**src/rtl/load_store_unit_if.sv**
```systemverilog
// rtl/load_store_unit_if.sv - pipeline request/response and data-memory port bundle for load_store_unit
interface load_store_unit_if;
  logic        req_valid;
  logic        req_write;
  logic [2:0]  req_funct3;
  logic [63:0] req_addr;
  logic [63:0] req_wdata;
  logic        busy;
  logic        resp_valid;
  logic        resp_err;
  logic [63:0] load_data;
  logic [63:0] Mem_Addr;
  logic [63:0] Write_Data;
  logic        MemWrite;
  logic        MemRead;
  logic [63:0] Read_Data;

  // master: pipeline plus memory environment; slave: the load/store unit
  modport master (
    output req_valid, req_write, req_funct3, req_addr, req_wdata, Read_Data,
    input  busy, resp_valid, resp_err, load_data, Mem_Addr, Write_Data, MemWrite, MemRead
  );
  modport slave (
    input  req_valid, req_write, req_funct3, req_addr, req_wdata, Read_Data,
    output busy, resp_valid, resp_err, load_data, Mem_Addr, Write_Data, MemWrite, MemRead
  );
endinterface

```
**src/rtl/load_store_unit.sv**
```systemverilog
// rtl/load_store_unit.sv - MEM-stage load/store initiator with lane extraction and byte-merge RMW
module load_store_unit #(
  parameter int MEM_BYTES = 64
) (
  input logic              clk,
  input logic              reset,
  load_store_unit_if.slave bus
);
  typedef enum logic [2:0] {IDLE, LOAD, STORE, RMW_RD, RMW_WR, RESP} state_t;

  localparam logic [63:0] RANGE_MAX = 64'(MEM_BYTES - 8);

  state_t      state;
  logic [2:0]  funct3_q;
  logic [2:0]  off_q;
  logic [63:0] wdata_q;
  logic        busy_q, resp_valid_q, resp_err_q, mem_rd_q, mem_wr_q;
  logic [63:0] load_data_q, mem_addr_q, write_data_q;

  logic [63:0] req_aligned;
  logic        misaligned, out_of_range, illegal, req_err;
  logic [5:0]  lane_shift;
  logic [63:0] rd_shifted, extracted, size_mask, lane_mask, merged;

  always_comb begin
    req_aligned = {bus.req_addr[63:3], 3'b000};
    misaligned  = 1'b0;
    case (bus.req_funct3[1:0])
      2'd1:    misaligned = bus.req_addr[0];
      2'd2:    misaligned = |bus.req_addr[1:0];
      2'd3:    misaligned = |bus.req_addr[2:0];
      default: misaligned = 1'b0;
    endcase
    // compare the aligned base against the last legal base to avoid +7 overflow
    out_of_range = req_aligned > RANGE_MAX;
    illegal      = bus.req_write ? bus.req_funct3[2] : (bus.req_funct3 == 3'b111);
    req_err      = misaligned | out_of_range | illegal;
  end

  always_comb begin
    lane_shift = {off_q, 3'b000};
    rd_shifted = bus.Read_Data >> lane_shift;
    case (funct3_q)
      3'b000:  extracted = {{56{rd_shifted[7]}},  rd_shifted[7:0]};
      3'b001:  extracted = {{48{rd_shifted[15]}}, rd_shifted[15:0]};
      3'b010:  extracted = {{32{rd_shifted[31]}}, rd_shifted[31:0]};
      3'b100:  extracted = {56'd0, rd_shifted[7:0]};
      3'b101:  extracted = {48'd0, rd_shifted[15:0]};
      3'b110:  extracted = {32'd0, rd_shifted[31:0]};
      default: extracted = rd_shifted;
    endcase
    case (funct3_q[1:0])
      2'd0:    size_mask = 64'h0000_0000_0000_00FF;
      2'd1:    size_mask = 64'h0000_0000_0000_FFFF;
      2'd2:    size_mask = 64'h0000_0000_FFFF_FFFF;
      default: size_mask = 64'hFFFF_FFFF_FFFF_FFFF;
    endcase
    lane_mask = size_mask << lane_shift;
    merged    = (bus.Read_Data & ~lane_mask) | ((wdata_q << lane_shift) & lane_mask);
  end

  always_ff @(posedge clk) begin
    if (reset) begin
      state        <= IDLE;
      funct3_q     <= 3'd0;
      off_q        <= 3'd0;
      wdata_q      <= 64'd0;
      busy_q       <= 1'b0;
      resp_valid_q <= 1'b0;
      resp_err_q   <= 1'b0;
      mem_rd_q     <= 1'b0;
      mem_wr_q     <= 1'b0;
      load_data_q  <= 64'd0;
      mem_addr_q   <= 64'd0;
      write_data_q <= 64'd0;
    end else begin
      resp_valid_q <= 1'b0;
      mem_rd_q     <= 1'b0;
      mem_wr_q     <= 1'b0;
      case (state)
        IDLE: begin
          if (bus.req_valid) begin
            funct3_q   <= bus.req_funct3;
            off_q      <= bus.req_addr[2:0];
            wdata_q    <= bus.req_wdata;
            mem_addr_q <= req_aligned;
            busy_q     <= 1'b1;
            resp_err_q <= req_err;
            if (req_err) begin
              state        <= RESP;
              resp_valid_q <= 1'b1;
            end else if (!bus.req_write) begin
              state    <= LOAD;
              mem_rd_q <= 1'b1;
            end else if (bus.req_funct3[1:0] == 2'd3) begin
              state        <= STORE;
              mem_wr_q     <= 1'b1;
              write_data_q <= bus.req_wdata;
            end else begin
              state    <= RMW_RD;
              mem_rd_q <= 1'b1;
            end
          end
        end
        LOAD: begin
          load_data_q  <= extracted;
          state        <= RESP;
          resp_valid_q <= 1'b1;
        end
        STORE: begin
          state        <= RESP;
          resp_valid_q <= 1'b1;
        end
        RMW_RD: begin
          write_data_q <= merged;
          mem_wr_q     <= 1'b1;
          state        <= RMW_WR;
        end
        RMW_WR: begin
          state        <= RESP;
          resp_valid_q <= 1'b1;
        end
        RESP: begin
          state  <= IDLE;
          busy_q <= 1'b0;
        end
        default: state <= IDLE;
      endcase
    end
  end

  // strobes are masked by reset so an aborted RMW can never land its write
  assign bus.MemRead    = mem_rd_q & ~reset;
  assign bus.MemWrite   = mem_wr_q & ~reset;
  assign bus.busy       = busy_q;
  assign bus.resp_valid = resp_valid_q;
  assign bus.resp_err   = resp_err_q;
  assign bus.load_data  = load_data_q;
  assign bus.Mem_Addr   = mem_addr_q;
  assign bus.Write_Data = write_data_q;
endmodule

```
**src/flat_wrapper.sv**
```systemverilog
// flat-port wrapper written by rule: the top's interface ports become plain ports
module load_store_unit_flat 
#(
  parameter int MEM_BYTES = 64
)
  (clk, reset, bus_req_valid, bus_req_write, bus_req_funct3, bus_req_addr, bus_req_wdata, bus_Read_Data, bus_busy, bus_resp_valid, bus_resp_err, bus_load_data, bus_Mem_Addr, bus_Write_Data, bus_MemWrite, bus_MemRead);
  load_store_unit_if bus_i ();
  input logic clk;
  input logic reset;
  input wire logic [$bits(bus_i.req_valid)-1:0] bus_req_valid;
  input wire logic [$bits(bus_i.req_write)-1:0] bus_req_write;
  input wire logic [$bits(bus_i.req_funct3)-1:0] bus_req_funct3;
  input wire logic [$bits(bus_i.req_addr)-1:0] bus_req_addr;
  input wire logic [$bits(bus_i.req_wdata)-1:0] bus_req_wdata;
  input wire logic [$bits(bus_i.Read_Data)-1:0] bus_Read_Data;
  output wire logic [$bits(bus_i.busy)-1:0] bus_busy;
  output wire logic [$bits(bus_i.resp_valid)-1:0] bus_resp_valid;
  output wire logic [$bits(bus_i.resp_err)-1:0] bus_resp_err;
  output wire logic [$bits(bus_i.load_data)-1:0] bus_load_data;
  output wire logic [$bits(bus_i.Mem_Addr)-1:0] bus_Mem_Addr;
  output wire logic [$bits(bus_i.Write_Data)-1:0] bus_Write_Data;
  output wire logic [$bits(bus_i.MemWrite)-1:0] bus_MemWrite;
  output wire logic [$bits(bus_i.MemRead)-1:0] bus_MemRead;
  assign bus_i.req_valid = bus_req_valid;
  assign bus_i.req_write = bus_req_write;
  assign bus_i.req_funct3 = bus_req_funct3;
  assign bus_i.req_addr = bus_req_addr;
  assign bus_i.req_wdata = bus_req_wdata;
  assign bus_i.Read_Data = bus_Read_Data;
  assign bus_busy = bus_i.busy;
  assign bus_resp_valid = bus_i.resp_valid;
  assign bus_resp_err = bus_i.resp_err;
  assign bus_load_data = bus_i.load_data;
  assign bus_Mem_Addr = bus_i.Mem_Addr;
  assign bus_Write_Data = bus_i.Write_Data;
  assign bus_MemWrite = bus_i.MemWrite;
  assign bus_MemRead = bus_i.MemRead;
  load_store_unit #(.MEM_BYTES(MEM_BYTES)) u_core (.clk(clk), .reset(reset), .bus(bus_i));
endmodule
```
**config.mk**
```make
export PLATFORM = sky130hd
export DESIGN_NAME = load_store_unit_flat
export DESIGN_NICKNAME = d
export VERILOG_FILES = /design/src/rtl/load_store_unit_if.sv /design/src/rtl/load_store_unit.sv /design/src/flat_wrapper.sv
export SDC_FILE = /design/constraint.sdc
export NUM_CORES = 1
export LEC_CHECK = 0
export ABC_AREA = 1
export BUFFER_PORTS_ARGS = -buffer_cell sky130_fd_sc_hd__buf_2
export CAP_MARGIN = 15
export CELL_PAD_IN_SITES_DETAIL_PLACEMENT = 0
export CELL_PAD_IN_SITES_GLOBAL_PLACEMENT = 2
export CORE_UTILIZATION = 25
export DETAILED_ROUTE_END_ITERATION = 8
export PLACE_DENSITY_LB_ADDON = 0.2
export SETUP_SLACK_MARGIN = 0.1
export SYNTH_ARGS = -nofsm -noshare
export SYNTH_HDL_FRONTEND = slang
export SYNTH_SLANG_ARGS = --single-unit
```
**constraint.sdc**
```tcl
create_clock -name clk -period 1.69 [get_ports clk]
set_input_delay 0 -clock clk [delete_from_list [all_inputs] [get_ports clk]]
set_output_delay 0 -clock clk [all_outputs]
set_load 0.05 [all_outputs]
```
# Word level (Yosys, flattened, before mapping)
# Index checks and enable logic that the tools add are counted.
dict set report op_classes {
  n_div 0
  n_mux 26
  add_sub_neg 0
  eq_ne 20
  bitwise 11
  n_mul 0
  reduce_logical 12
  order_cmp 1
  shifts 3
}
# cell n
set ops {}
lappend ops {{64-bit case mux with 6 select lines} 1}
lappend ops {{64-bit two-way mux} 4}
lappend ops {{64-bit case mux with 3 select lines} 1}
lappend ops {{64-bit bitwise AND} 2}
lappend ops {{64-bit case mux with 2 select lines} 1}
lappend ops {{64-bit by 6-bit left shift with 64-bit output} 2}
lappend ops {{64-bit by 6-bit > comparator with 1-bit output, second input constant} 1}
lappend ops {{64-bit NOT} 1}
lappend ops {{64-bit bitwise OR} 1}
lappend ops {{64-bit by 6-bit right shift with 64-bit output} 1}
lappend ops {{3-bit equality test, second input constant} 6}
lappend ops {{1-bit two-way mux} 11}
lappend ops {{3-bit by 2-bit equality test with 1-bit output, second input constant} 3}
lappend ops {{3-bit two-way mux} 3}
lappend ops {{3-bit case mux with 3 select lines} 1}
lappend ops {{2-bit equality test, second input constant} 3}
lappend ops {{3-bit by 1-bit equality test with 1-bit output, second input constant} 2}
lappend ops {{3-bit logical NOT} 2}
lappend ops {{2-bit != test, second input constant} 3}
lappend ops {{1-bit case mux with 2 select lines} 3}
lappend ops {{3-bit OR reduction} 2}
lappend ops {{5-bit AND reduction} 1}
lappend ops {{2-bit by 1-bit equality test with 1-bit output, second input constant} 2}
lappend ops {{2-bit AND reduction} 2}
lappend ops {{9 further kinds} 14}
dict set report word_totals {
  reg_bits 267
  latchBits 0
  input_bits 199
  out_inout_bits 197
  mem_bits_rw 0
  n_memories 0
  word_cells 85
  mem_bits_ro 0
}

# Depth between registers and ports, before layout
# Gate-level depths: netlist of run 1.
dict set report depth {
  ltp_word 7
  depth_mapped 14
  ltp_nobuf 12
}

# Worst setup path after synthesis of run 1
# OpenSTA, ideal clock, no wires.
dict set report synth_timing {
  kind {reg-to-reg}
  from {register u_core.off_q[0]}
  to {register u_core.load_data_q[9] (netlist: u_core.bus.load_data[9])}
  setup_slack_ns 0.082
  path_buffers 4
  setup_time_ns 0.116
  path_stages_with_launch 11
  required_ns 1.574
  period_less_slack_ns 1.608
  t_arrival_ns 1.493
  cell_sequence {dfxtp_1 buf_2 buf_6 buf_6 buf_4 o21ai_0 nor2_1 a21oi_1 a21oi_1 o21ai_0 inv_1}
}
dict set report synth_via {
  elab_chain_len 2
}
# element line_no
set synth_lines {}
lappend synth_lines {{from (decl)} load_store_unit.sv:15} ;# logic [2:0] off_q;
lappend synth_lines {{from (signal assigned)} load_store_unit.sv:84} ;# off_q <= bus.req_addr[2:0];
lappend synth_lines {{64-bit by 6-bit right shift with 64-bit output} load_store_unit.sv:42} ;# rd_shifted = bus.Read_Data >> lane_shift;
lappend synth_lines {{64-bit case mux with 6 select lines} load_store_unit.sv:43} ;# case (funct3_q)
lappend synth_lines {{to (signal assigned)} load_store_unit.sv:106} ;# load_data_q <= extracted;
lappend synth_lines {{to (decl)} load_store_unit.sv:18} ;# logic [63:0] load_data_q, mem_addr_q, write_data_q;
# Every way passes these cells.
# A chain may end at the register's enable or synchronous reset.

# Final worst setup path of run 1
dict set report layout_timing {
  from {register u_core.off_q[0]}
  to {register u_core.load_data_q[55] (netlist: u_core.bus.load_data[55])}
}
# Same word-level chain as after synthesis.

==> impl_metrics.json, run 1 <==
{
  "rrSetupSlack_ns": -0.22,
  "nets": 3369,
  "ctsLongestPathBuffers": 3,
  "initial_core_util_pct": 25.3,
  "place_congestion": 0.918,
  "crit_fanout": 8,
  "worst-path-stages": 11,
  "fin_crit_ns": 1.91,
  "preCtsSetupSlack_ns": -0.330,
  "synthCells": 2431,
  "first_pass_iters": 5,
  "violations": "negative setup slack",
  "dp_hpwl_um": 59700,
  "grt_antenna_before_repair": 4,
  "ant_nets": 0,
  "reg2reg_depth": 11,
  "htreeDepth": 2,
  "p_leak_nw": 11.2,
  "run_status": "complete, but fails checks",
  "r2r-start": "u_core.off_q[0]$_SDFFE_PP0P_",
  "die_x_um": 246,
  "arrival_ns": 2.36,
  "synth_warnings": 0,
  "grt_max_degree": 73,
  "hp-class": "input pin to flip-flop",
  "clkLatencyLatePin_ns": 0.59,
  "portBuffers": 392,
  "power_density_mw_per_mm2": 943,
  "routedWlPerCell_um": 20.2,
  "grt_usage_pct": 24.6,
  "cp_slowest_cell": "dfxtp_4",
  "wirelength_um": 80300,
  "crit_path_end": "u_core.bus.load_data[55]$_SDFFE_PP0N_",
  "first_global_vias": 18200,
  "cts_buffers": 35,
  "synth.top_cell.area_share_pct": 35.8,
  "synth_edf_count": 0,
  "syn-cell-area_mm2": 0.0149,
  "drt-initial-drc-count": 1194,
  "fp.coreArea_mm2": 0.0590,
  "multi_input_area_mm2": 0.00879,
  "drv_cap": 0,
  "crit_buf_inv": 3,
  "timing.hold.ws_ns": 0.0124,
  "io_pins": 396,
  "fmax_ghz": 0.524,
  "synth_seq_cells": 267,
  "grt_pass1_wl_um": 112000,
  "r2r-end": "u_core.bus.load_data[55]$_SDFFE_PP0N_",
  "cts_sinks": 267,
  "cts_tree": "built",
  "synth_cell_types": 33,
  "register_area_mm2": 0.00536,
  "synth_common_cells": "nand2_1 (657), nor2_1 (307), dfxtp_1 (267)",
  "yosys.area.top_type": "dfxtp_1",
  "setup_ws_ns": -0.219,
  "min_period_over_period_pct": 113,
  "cp-end-kind": "flip-flop",
  "skew_ns": 0.0324,
  "area_growth_pct": 61.6,
  "critical_path_required_ns": 2.14,
  "crit_chain": "buf_4 > nand2_1 > o21ai_0 > buf_4 > o211ai_1 > nand2_1 > nand2_4 > nand3_4 > clkbuf_16 > nor2_2 > nor2_1",
  "yosysSeqAreaShare_pct": 35.8,
  "synthArstFlopShare_pct": 0,
  "slew_headroom_pct": 51.6,
  "clk_pin_slew_ns": 0.07,
  "setup_viol": 114,
  "via_count": 19000,
  "rsz0062_at_grt": "yes",
  "vdd_drop_max_mv": 0.798,
  "drive_above_1_share_pct": 31.2,
  "crit_family": "simple AND/OR/NAND/NOR gates",
  "drt-vias-per-instance": 4.79,
  "critPathMaxStageDelay_ns": 0.37,
  "rows": 89,
  "worst_pin_slew_ns": 0.725,
  "drc_errors": 0,
  "clockRootBuffer": "clkbuf_16",
  "nFillCells": 6417,
  "synth.most_common_cell": "nand2_1",
  "startpoint": "u_core.off_q[0]$_SDFFE_PP0P_",
  "syn_area_per_cell_um2": 6.14,
  "die_area_mm2": 0.0606,
  "startpoint_type": "flip-flop",
  "hold_viol_final": 0,
  "ys.flop_type": "dfxtp_1",
  "synth.area.top_cells": "dfxtp_1 (36%), nand2_1 (17%), a21oi_1 (8.7%)",
  "crit_type": "flip-flop to flip-flop",
  "gr-total-overflow": 0,
  "die_h_um": 246,
  "maxSlewViolCount": 0
}
[how the worst min path moves through the flow]
stage	startpoint	to	slack [ns]	cells after the start
3_3_place_gp	bus_req_addr[5]	u_core.bus.Mem_Addr[5]$_SDFFE_PP0P_	0.28	3
4_1_cts	bus_Read_Data[35]	u_core.bus.Write_Data[35]$_SDFFE_PP0P_	0.003	5
3_5_place_dp	bus_req_addr[5]	u_core.bus.Mem_Addr[5]$_SDFFE_PP0P_	0.29	3
5_1_grt	bus_Read_Data[35]	u_core.bus.Write_Data[35]$_SDFFE_PP0P_	0.04	5
2_1_floorplan	bus_req_addr[63]	u_core.bus.Mem_Addr[63]$_SDFFE_PP0P_	0.16	2
6_report	bus_Read_Data[48]	u_core.bus.Write_Data[48]$_SDFFE_PP0P_	0.01	5
[power by group]
| group | internal [W] | total [W] | switching (W) |
|---|---|---|---|
| registers | 0.00675 | 0.00702 | 0.000271 |
| logic | 0.00286 | 0.00752 | 0.00466 |
| clock network | 0.00496 | 0.00820 | 0.00323 |
| total | 0.0146 | 0.0227 | 0.00816 |
[cell families after synthesis]
kind of cell	count (synthesis)	share of synthesized area [%]
AO/OA/AOI/OAI	602	21.7
AND/OR/NAND/NOR	1184	32.0
buffers and inverters	377	10.4
flip-flops	267	35.8
other	1	0.0251
[area by class of cell]
type	count	area share, %
diodes	4	0.0415
multi-input cells	1789	36.5
inverters	192	3.13
flip-flops and latches	267	22.2
clock buffers	49	4.18
repair buffers	885	28.9
well taps	773	4.01
clock inverters	13	0.976
[layer usage]
metal / global-route usage, % / up-vias / wire length, um
met1: 32.8 / 8866 / 35900
met5: 0 / - / 23
met2: 40.0 / 625 / 36900
met4: 8.77 / 4 / 2750
met3: 3.89 / 127 / 4760
li1: - / 9397 / -
[stage by stage]
stage	cell area (um2)	power (W)	cells	utilization (%)	TNS, ns
after floorplan	14900	0.0106	2433	-	0
after global placement	19600	0.0135	3707	33.2	-12.97
after detailed placement	19600	0.0134	3707	33.2	-14.49
after CTS	23000	0.0223	3943	39.0	-7.46
after global routing	24100	0.0237	3970	40.8	-26.27
final	24100	0.0227	3972	40.8	-12.36
[worst register-to-register path: stages, from the launching register on]
cell	delay (ns)
dfxtp_4	0.37
buf_4	0.17
nand2_1	0.05
o21ai_0	0.09
buf_4	0.15
o211ai_1	0.15
nand2_1	0.15
nand2_4	0.12
nand3_4	0.15
clkbuf_16	0.23
nor2_2	0.09
nor2_1	0.05
[sequential cells by signal, summed over array words and instances (netlist names)]
| signal | flops |
|---|---|
| u_core.bus.Write_Data | 64 |
| u_core.mem_rd_q | 1 |
| u_core.funct3_q | 3 |
| u_core.off_q | 3 |
| u_core.state | 3 |
| u_core.bus.resp_valid | 1 |
| u_core.wdata_q | 64 |
| u_core.bus.busy | 1 |
| u_core.bus.Mem_Addr | 61 |
| u_core.bus.load_data | 64 |
| u_core.mem_wr_q | 1 |
| u_core.bus.resp_err | 1 |
[timing repair]
action / CTS / global route
gates cloned: 0 / 15
resized for setup: 182 / 197
pin swaps: 14 / 15
endpoints found under the setup margin: 163 / 226
setup buffers: 8 / 10
endpoints found under the hold margin: 207 / 0
hold buffers: 166 / 0
[placed cells by master, fill, tap and decap left out, types with 5 or more instances in the layout]
cell type / synthesis / routed
buf_8: 0 / 9
nand2_2: 2 / 34
nand2_4: 0 / 9
dlygate4sd3_1: 0 / 166
clkbuf_1: 96 / 6
nor2_2: 3 / 48
nor2_4: 0 / 8
nand3b_1: 8 / 8
o21ai_2: 0 / 39
a21oi_1: 260 / 235
o21ai_1: 21 / 51
nand3_1: 196 / 177
dfxtp_1: 267 / 260
a21oi_2: 0 / 25
inv_4: 0 / 8
nand3_2: 2 / 19
buf_6: 3 / 33
o21bai_1: 14 / 13
buf_12: 0 / 33
o21ai_0: 237 / 168
buf_4: 12 / 236
nor2_1: 307 / 254
bufinv_16: 0 / 5
dfxtp_2: 0 / 5
inv_1: 186 / 177
clkbuf_16: 0 / 47
o211ai_1: 46 / 46
nand2_1: 657 / 614
buf_2: 56 / 392
clkbuf_8: 0 / 8
No activity file was read; power rests on OpenSTA's default activity.
==> run 2, diff against run 1 <==
==> constraint.sdc (replaced) <==
create_clock -name clk -period 1.69 [get_ports clk]
set_input_delay 0.0845 -clock clk [delete_from_list [all_inputs] [get_ports clk]]
set_output_delay 0.0845 -clock clk [all_outputs]
set_load 0.05 [all_outputs]
==> run 2 against run 1 <==
The run still ends with negative setup slack left. First-iteration DRC count is 15% higher. Clock skew down 0.017 ns. Final area is 1.6% lower. Clock power is 1% higher. Core utilization decreased by 0.66 points. Largest cell class unchanged.
==> impl_metrics.json, run 2 (synthesis results as in run 1) <==
{
  "run_status": "complete, but fails checks",
  "violations": "negative setup slack",
  "clockRootBuffer": "clkbuf_16",
  "hp-class": "input pin to flip-flop",
  "nFillCells": 6418,
  "crit_type": "flip-flop to flip-flop",
  "crit_fanout": 10,
  "die_x_um": 246,
  "first_pass_iters": 6,
  "cp-end-kind": "flip-flop",
  "reg2reg_depth": 10,
  "rrSetupSlack_ns": -0.17,
  "die_h_um": 246,
  "htreeDepth": 2,
  "final_cells": 3958,
  "power_w": 0.0225,
  "final_common_cell": "nand2_1",
  "grt_antenna_before_repair": 5,
  "fin_crit_ns": 1.86,
  "power_density_mw_per_mm2": 951,
  "cts_sinks": 267,
  "ant_nets": 0,
  "p_int_w": 0.0146,
  "final_cell_mix": "nand2_1 (613), buf_2 (393), nor2_1 (282), dfxtp_1 (260), buf_4 (259)",
  "rows": 89,
  "critical_path_required_ns": 2.14,
  "initial_core_util_pct": 25.3,
  "seq_power_share_pct": 31.2,
  "clkPwrFrac_pct": 36.8,
  "skew_ns": 0.0150,
  "swShare_pct": 35.2,
  "die_area_mm2": 0.0606,
  "pwr-share-comb_pct": 32.1,
  "wirelength_um": 78900,
  "hold_viol_final": 0,
  "rsz0062_at_grt": "yes",
  "via_count": 18800,
  "first_global_vias": 18300,
  "switching_power_w": 0.00794,
  "final_util_pct": 40.2,
  "startpoint_type": "flip-flop",
  "clk_pin_slew_ns": 0.06,
  "clkLatencyLatePin_ns": 0.56,
  "setup_viol": 114,
  "cts_tree": "built",
  "drt-initial-drc-count": 1373,
  "grt_max_degree": 74,
  "dp_hpwl_um": 59600,
  "timing.hold.ws_ns": 0.0101,
  "crit_path_end": "u_core.bus.Write_Data[35]$_SDFFE_PP0P_",
  "place_congestion": 0.930,
  "area_growth_pct": 59.0,
  "cts_buffers": 37,
  "startpoint": "u_core.off_q[0]$_SDFFE_PP0P_",
  "grt_pass1_wl_um": 114000,
  "portBuffers": 392,
  "fp.coreArea_mm2": 0.0590,
  "drv_cap": 0,
  "r2r-start": "u_core.off_q[0]$_SDFFE_PP0P_",
  "fmax_ghz": 0.537,
  "p_leak_nw": 11.1,
  "dp.cells": 3717,
  "setup_ws_ns": -0.173,
  "arrival_ns": 2.31,
  "vdd_drop_max_mv": 0.742,
  "min_period_over_period_pct": 110,
  "gr-total-overflow": 0,
  "io_pins": 396,
  "drive_above_1_share_pct": 30.0,
  "ctsLongestPathBuffers": 3,
  "maxSlewViolCount": 0,
  "r2r-end": "u_core.bus.Write_Data[35]$_SDFFE_PP0P_",
  "drc_errors": 0,
  "routedWlPerCell_um": 19.9,
  "nets": 3357,
  "grt_usage_pct": 25.0,
  "drt-vias-per-instance": 4.74
}
-- run 2: cell count changes in the layout (fill, tap and decap cells not counted), moves of 4 or more --
cell | previous run | this run
nor2_1 | 254 | 282
nor2_2 | 48 | 21
dlygate4sd3_1 | 166 | 141
buf_4 | 236 | 259
o21ai_2 | 39 | 21
o21ai_0 | 168 | 183
a21oi_2 | 25 | 14
buf_6 | 33 | 22
a21oi_1 | 235 | 245
nand2_2 | 34 | 38
-- run 2: worst min-delay path by stage --
stage,from,end,depth (start not counted)
final,bus_Read_Data[10],u_core.bus.load_data[10]$_SDFFE_PP0N_,5
after CTS,bus_Read_Data[14],u_core.bus.load_data[14]$_SDFFE_PP0N_,5
after global routing,bus_Read_Data[8],u_core.bus.load_data[8]$_SDFFE_PP0N_,5
after global placement,bus_req_addr[5],u_core.bus.Mem_Addr[5]$_SDFFE_PP0P_,3
after detailed placement,bus_req_addr[5],u_core.bus.Mem_Addr[5]$_SDFFE_PP0P_,3
after floorplan,bus_req_addr[63],u_core.bus.Mem_Addr[63]$_SDFFE_PP0P_,2
-- run 2: power groups by stage --
stage	registers, W	logic [W]	clock network (W)
finish	0.00703	0.00723	0.00829
global placement	0.00714	0.00636	0
CTS	0.00702	0.00679	0.00849
floorplan	0.00809	0.00251	0
detailed placement	0.00715	0.00634	0
global route	0.00708	0.00775	0.00873
-- run 2: worst max-delay path, stage by stage (launching register included) --
cell and delay [ns]:
dfxtp_4 0.39, clkbuf_16 0.19, buf_4 0.16, nand2_1 0.11, nand3_1 0.10, nand3_1 0.09
nand3_1 0.08, o211ai_1 0.23, nand2_1 0.19, nor2_1 0.15, nor2_1 0.05
-- run 2: what timing repair did --
item                                    CTS  global route
gates cloned                              4             8
endpoints found under the setup margin  194           237
setup buffers                             8            14
hold endpoints to repair                181             0
pin swaps                                 6            40
hold buffers                            141             0
gates resized for setup                  68           214
-- run 2: layout make-up --
cell class                 instances  area (um2)  area share (%)
multi-input combinational       1789        8620            36.4
timing repair buffer             871        6750            28.5
sequential                       267        5360            22.6
clock buffer                      51        1090            4.61
tap                              773         967            4.08
inverter                         192         744            3.14
clock inverter                    12         169           0.712
antenna                            3        7.51          0.0317
-- run 2: metrics by stage --
| step | TNS (ns) | instance area (um2) | worst slack (ns) |
|---|---|---|---|
| 3_3_place_gp | -19.91 | 19700 | -0.500 |
| 5_1_grt | -21.63 | 23700 | -0.276 |
| 2_1_floorplan | 0 | 14900 | 0.118 |
| 3_5_place_dp | -19.30 | 19700 | -0.466 |
| 4_1_cts | -8.92 | 22800 | -0.147 |
| 6_report | -9.51 | 23700 | -0.173 |
-- run 2: layer usage --
| layer | wire [um] | GRT usage, % | vias to the layer above | part of all wire, % |
|---|---|---|---|---|
| li1 | - | - | 9378 | - |
| met4 | 1910 | 6.61 | 6 | 2.4 |
| met3 | 4440 | 3.95 | 96 | 5.6 |
| met5 | 44 | 0 | - | 0.056 |
| met1 | 36100 | 33.5 | 8734 | 46 |
| met2 | 36400 | 41.4 | 565 | 46 |
==> run 3, diff against run 2 <==
- CTS_BUF_LIST: unset -> sky130_fd_sc_hd__clkbuf_4
- SETUP_SLACK_MARGIN: 0.1 -> 0.2
==> run 3 against run 2 <==
The flow still finishes with violations (negative setup slack). Fmax decreased by 2.4%. Critical path type unchanged. Combinational power increased by 12%. Non-clock buffer count increased by 84. Wire length increased by 5.1%. Sequential power about the same. Sequential share of layout area decreased by 1.6 points. Flip-flop and latch count unchanged. Highest routed layer is now met4. Final area increased by 8.1%. First-iteration DRC count decreased by 13%. Clock power decreased by 19%. Total power decreased by 3.2%.
==> impl_metrics.json, run 3 (synthesis results as in run 1) <==
{
  "die_h_um": 246,
  "crit_type": "flip-flop to flip-flop",
  "p_leak_nw": 11.7,
  "clockRootBuffer": "clkbuf_4",
  "cp_slowest_cell": "dfxtp_4",
  "hold_path_depth": 10,
  "arrival_ns": 2.70,
  "rows": 89,
  "route.met3.wl_um": 4660,
  "met1_length_um": 36700,
  "crit_chain": "buf_12 > buf_8 > nor2_8 > clkinvlp_4 > o22ai_1 > buf_4 > o21ai_1 > a21oi_2 > o21bai_1 > inv_1",
  "ctsLongestPathBuffers": 3,
  "critPathMaxStageDelay_ns": 0.40,
  "maxSlewViolCount": 0,
  "final_cells": 4120,
  "die_x_um": 246,
  "drc_errors": 0,
  "startpoint_type": "flip-flop",
  "power_density_mw_per_mm2": 851,
  "portBuffers": 392,
  "io_pins": 396,
  "hp-class": "input pin to flip-flop",
  "grt_antenna_before_repair": 3,
  "vdd_drop_max_mv": 0.459,
  "first_pass_iters": 5,
  "routedWlPerCell_um": 20.1,
  "dp.cells": 3694,
  "die_area_mm2": 0.0606,
  "final_cell_mix": "nand2_1 (568), buf_2 (386), dfxtp_1 (255), buf_4 (250), nor2_1 (226)",
  "finalSetupTns_ns": -15.15,
  "drt-initial-drc-count": 1194,
  "run_status": "complete, but fails checks",
  "min_from": "bus_Read_Data[30]",
  "critical_path_required_ns": 2.48,
  "dp_hpwl_um": 59700,
  "grt_pass1_wl_um": 119000,
  "via_count": 19600,
  "setup_viol": 122,
  "cp-end-kind": "flip-flop",
  "violations": "negative setup slack",
  "place_congestion": 0.905,
  "drive_above_1_share_pct": 36.9,
  "wirelength_um": 82900,
  "nFillCells": 6314,
  "clkLatencyLatePin_ns": 0.87,
  "min_period_over_period_pct": 113,
  "setup_ws_ns": -0.219,
  "drt-vias-per-instance": 4.77,
  "met2_length_um": 38600,
  "cts_sinks": 267,
  "grt_max_degree": 74,
  "gr-total-overflow": 0,
  "initial_core_util_pct": 25.3,
  "rrSetupSlack_ns": -0.22,
  "timing.hold.ws_ns": 0.0744,
  "final_common_cell": "nand2_1",
  "crit_fanout": 7,
  "hold_viol_final": 0,
  "cts_buffers": 85,
  "htreeDepth": 3,
  "fp.coreArea_mm2": 0.0590,
  "r2r-start": "u_core.off_q[0]$_SDFFE_PP0P_",
  "preCtsSetupSlack_ns": -0.285,
  "area_growth_pct": 71.8,
  "highest_layer": "met4",
  "grt_usage_pct": 26.1,
  "fmax_ghz": 0.524,
  "rsz0062_at_grt": "yes",
  "nets": 3489,
  "skew_ns": 0.0601,
  "first_global_vias": 19200,
  "drv_cap": 0,
  "min_to": "u_core.bus.load_data[6]$_SDFFE_PP0N_",
  "r2r-end": "u_core.bus.load_data[11]$_SDFFE_PP0N_",
  "ant_nets": 0,
  "fin_crit_ns": 1.91,
  "reg2reg_depth": 10,
  "clk_pin_slew_ns": 0.08,
  "cts_tree": "built"
}
==> run 3: worst max path at each step <==
stage                                       startpoint                                     end  slack (ns)  depth (start not counted)
after global placement    u_core.off_q[0]$_SDFFE_PP0P_  u_core.bus.Write_Data[54]$_SDFFE_PP0P_       -0.33                         10
after detailed placement  u_core.off_q[0]$_SDFFE_PP0P_  u_core.bus.Write_Data[54]$_SDFFE_PP0P_       -0.29                         10
after floorplan           u_core.state[1]$_SDFFE_PP0P_  u_core.bus.Write_Data[30]$_SDFFE_PP0P_        0.18                         10
after CTS                 u_core.off_q[0]$_SDFFE_PP0P_    u_core.bus.load_data[8]$_SDFFE_PP0N_       -0.17                         10
final                     u_core.off_q[0]$_SDFFE_PP0P_   u_core.bus.load_data[11]$_SDFFE_PP0N_       -0.22                         10
after global routing      u_core.off_q[0]$_SDFFE_PP0P_   u_core.bus.load_data[38]$_SDFFE_PP0N_       -0.27                         11
==> run 3: stage by stage <==
step | utilization (%) | total power, W | area [um2]
2_1_floorplan | - | 0.0107 | 15100
3_3_place_gp | 33.2 | 0.0134 | 19600
3_5_place_dp | 33.2 | 0.0134 | 19600
4_1_cts | 41.4 | 0.0214 | 24500
5_1_grt | 43.4 | 0.0230 | 25600
6_report | 43.4 | 0.0218 | 25600
==> run 3: power by group <==
group,switching (W),internal (W)
Clock,0.00326,0.00342
Combinational,0.00492,0.00317
Sequential,0.000297,0.00674
Total,0.00848,0.0133
==> run 3: repair_timing <==
action,in CTS,in global routing
cloned,17,11
buffers inserted,37,17
endpoints found under the setup margin,412,425
pin swaps,65,69
hold endpoints to repair,267,0
resized for setup,350,227
hold buffers,200,0
==> run 3: critical path, delay by kind of cell, from the launching register on <==
| family | cells | cell delay, ns |
|---|---|---|
| AOI/OAI and AO/OA | 4 | 0.53 |
| and+or+nand+nor | 1 | 0.16 |
| DFF | 1 | 0.40 |
| buffers and inverters | 5 | 0.76 |
==> run 3: area by class of cell <==
type | instances | area (um2) | share of cell area [%]
repair buffers | 955 | 8010 | 31.2
multi-input cells | 1789 | 9490 | 37.0
diodes | 4 | 10.0 | 0.0390
inverters | 192 | 761 | 2.97
clock buffers | 115 | 863 | 3.37
flip-flops and latches | 267 | 5380 | 21.0
well taps | 773 | 967 | 3.77
clock inverters | 25 | 156 | 0.610
==> run 3: per-layer routing <==
layer / GRT usage (%) / vias up
met5: 0 / -
met4: 10.8 / 0
met3: 4.39 / 129
met2: 42.4 / 653
met1: 33.9 / 9182
li1: - / 9673
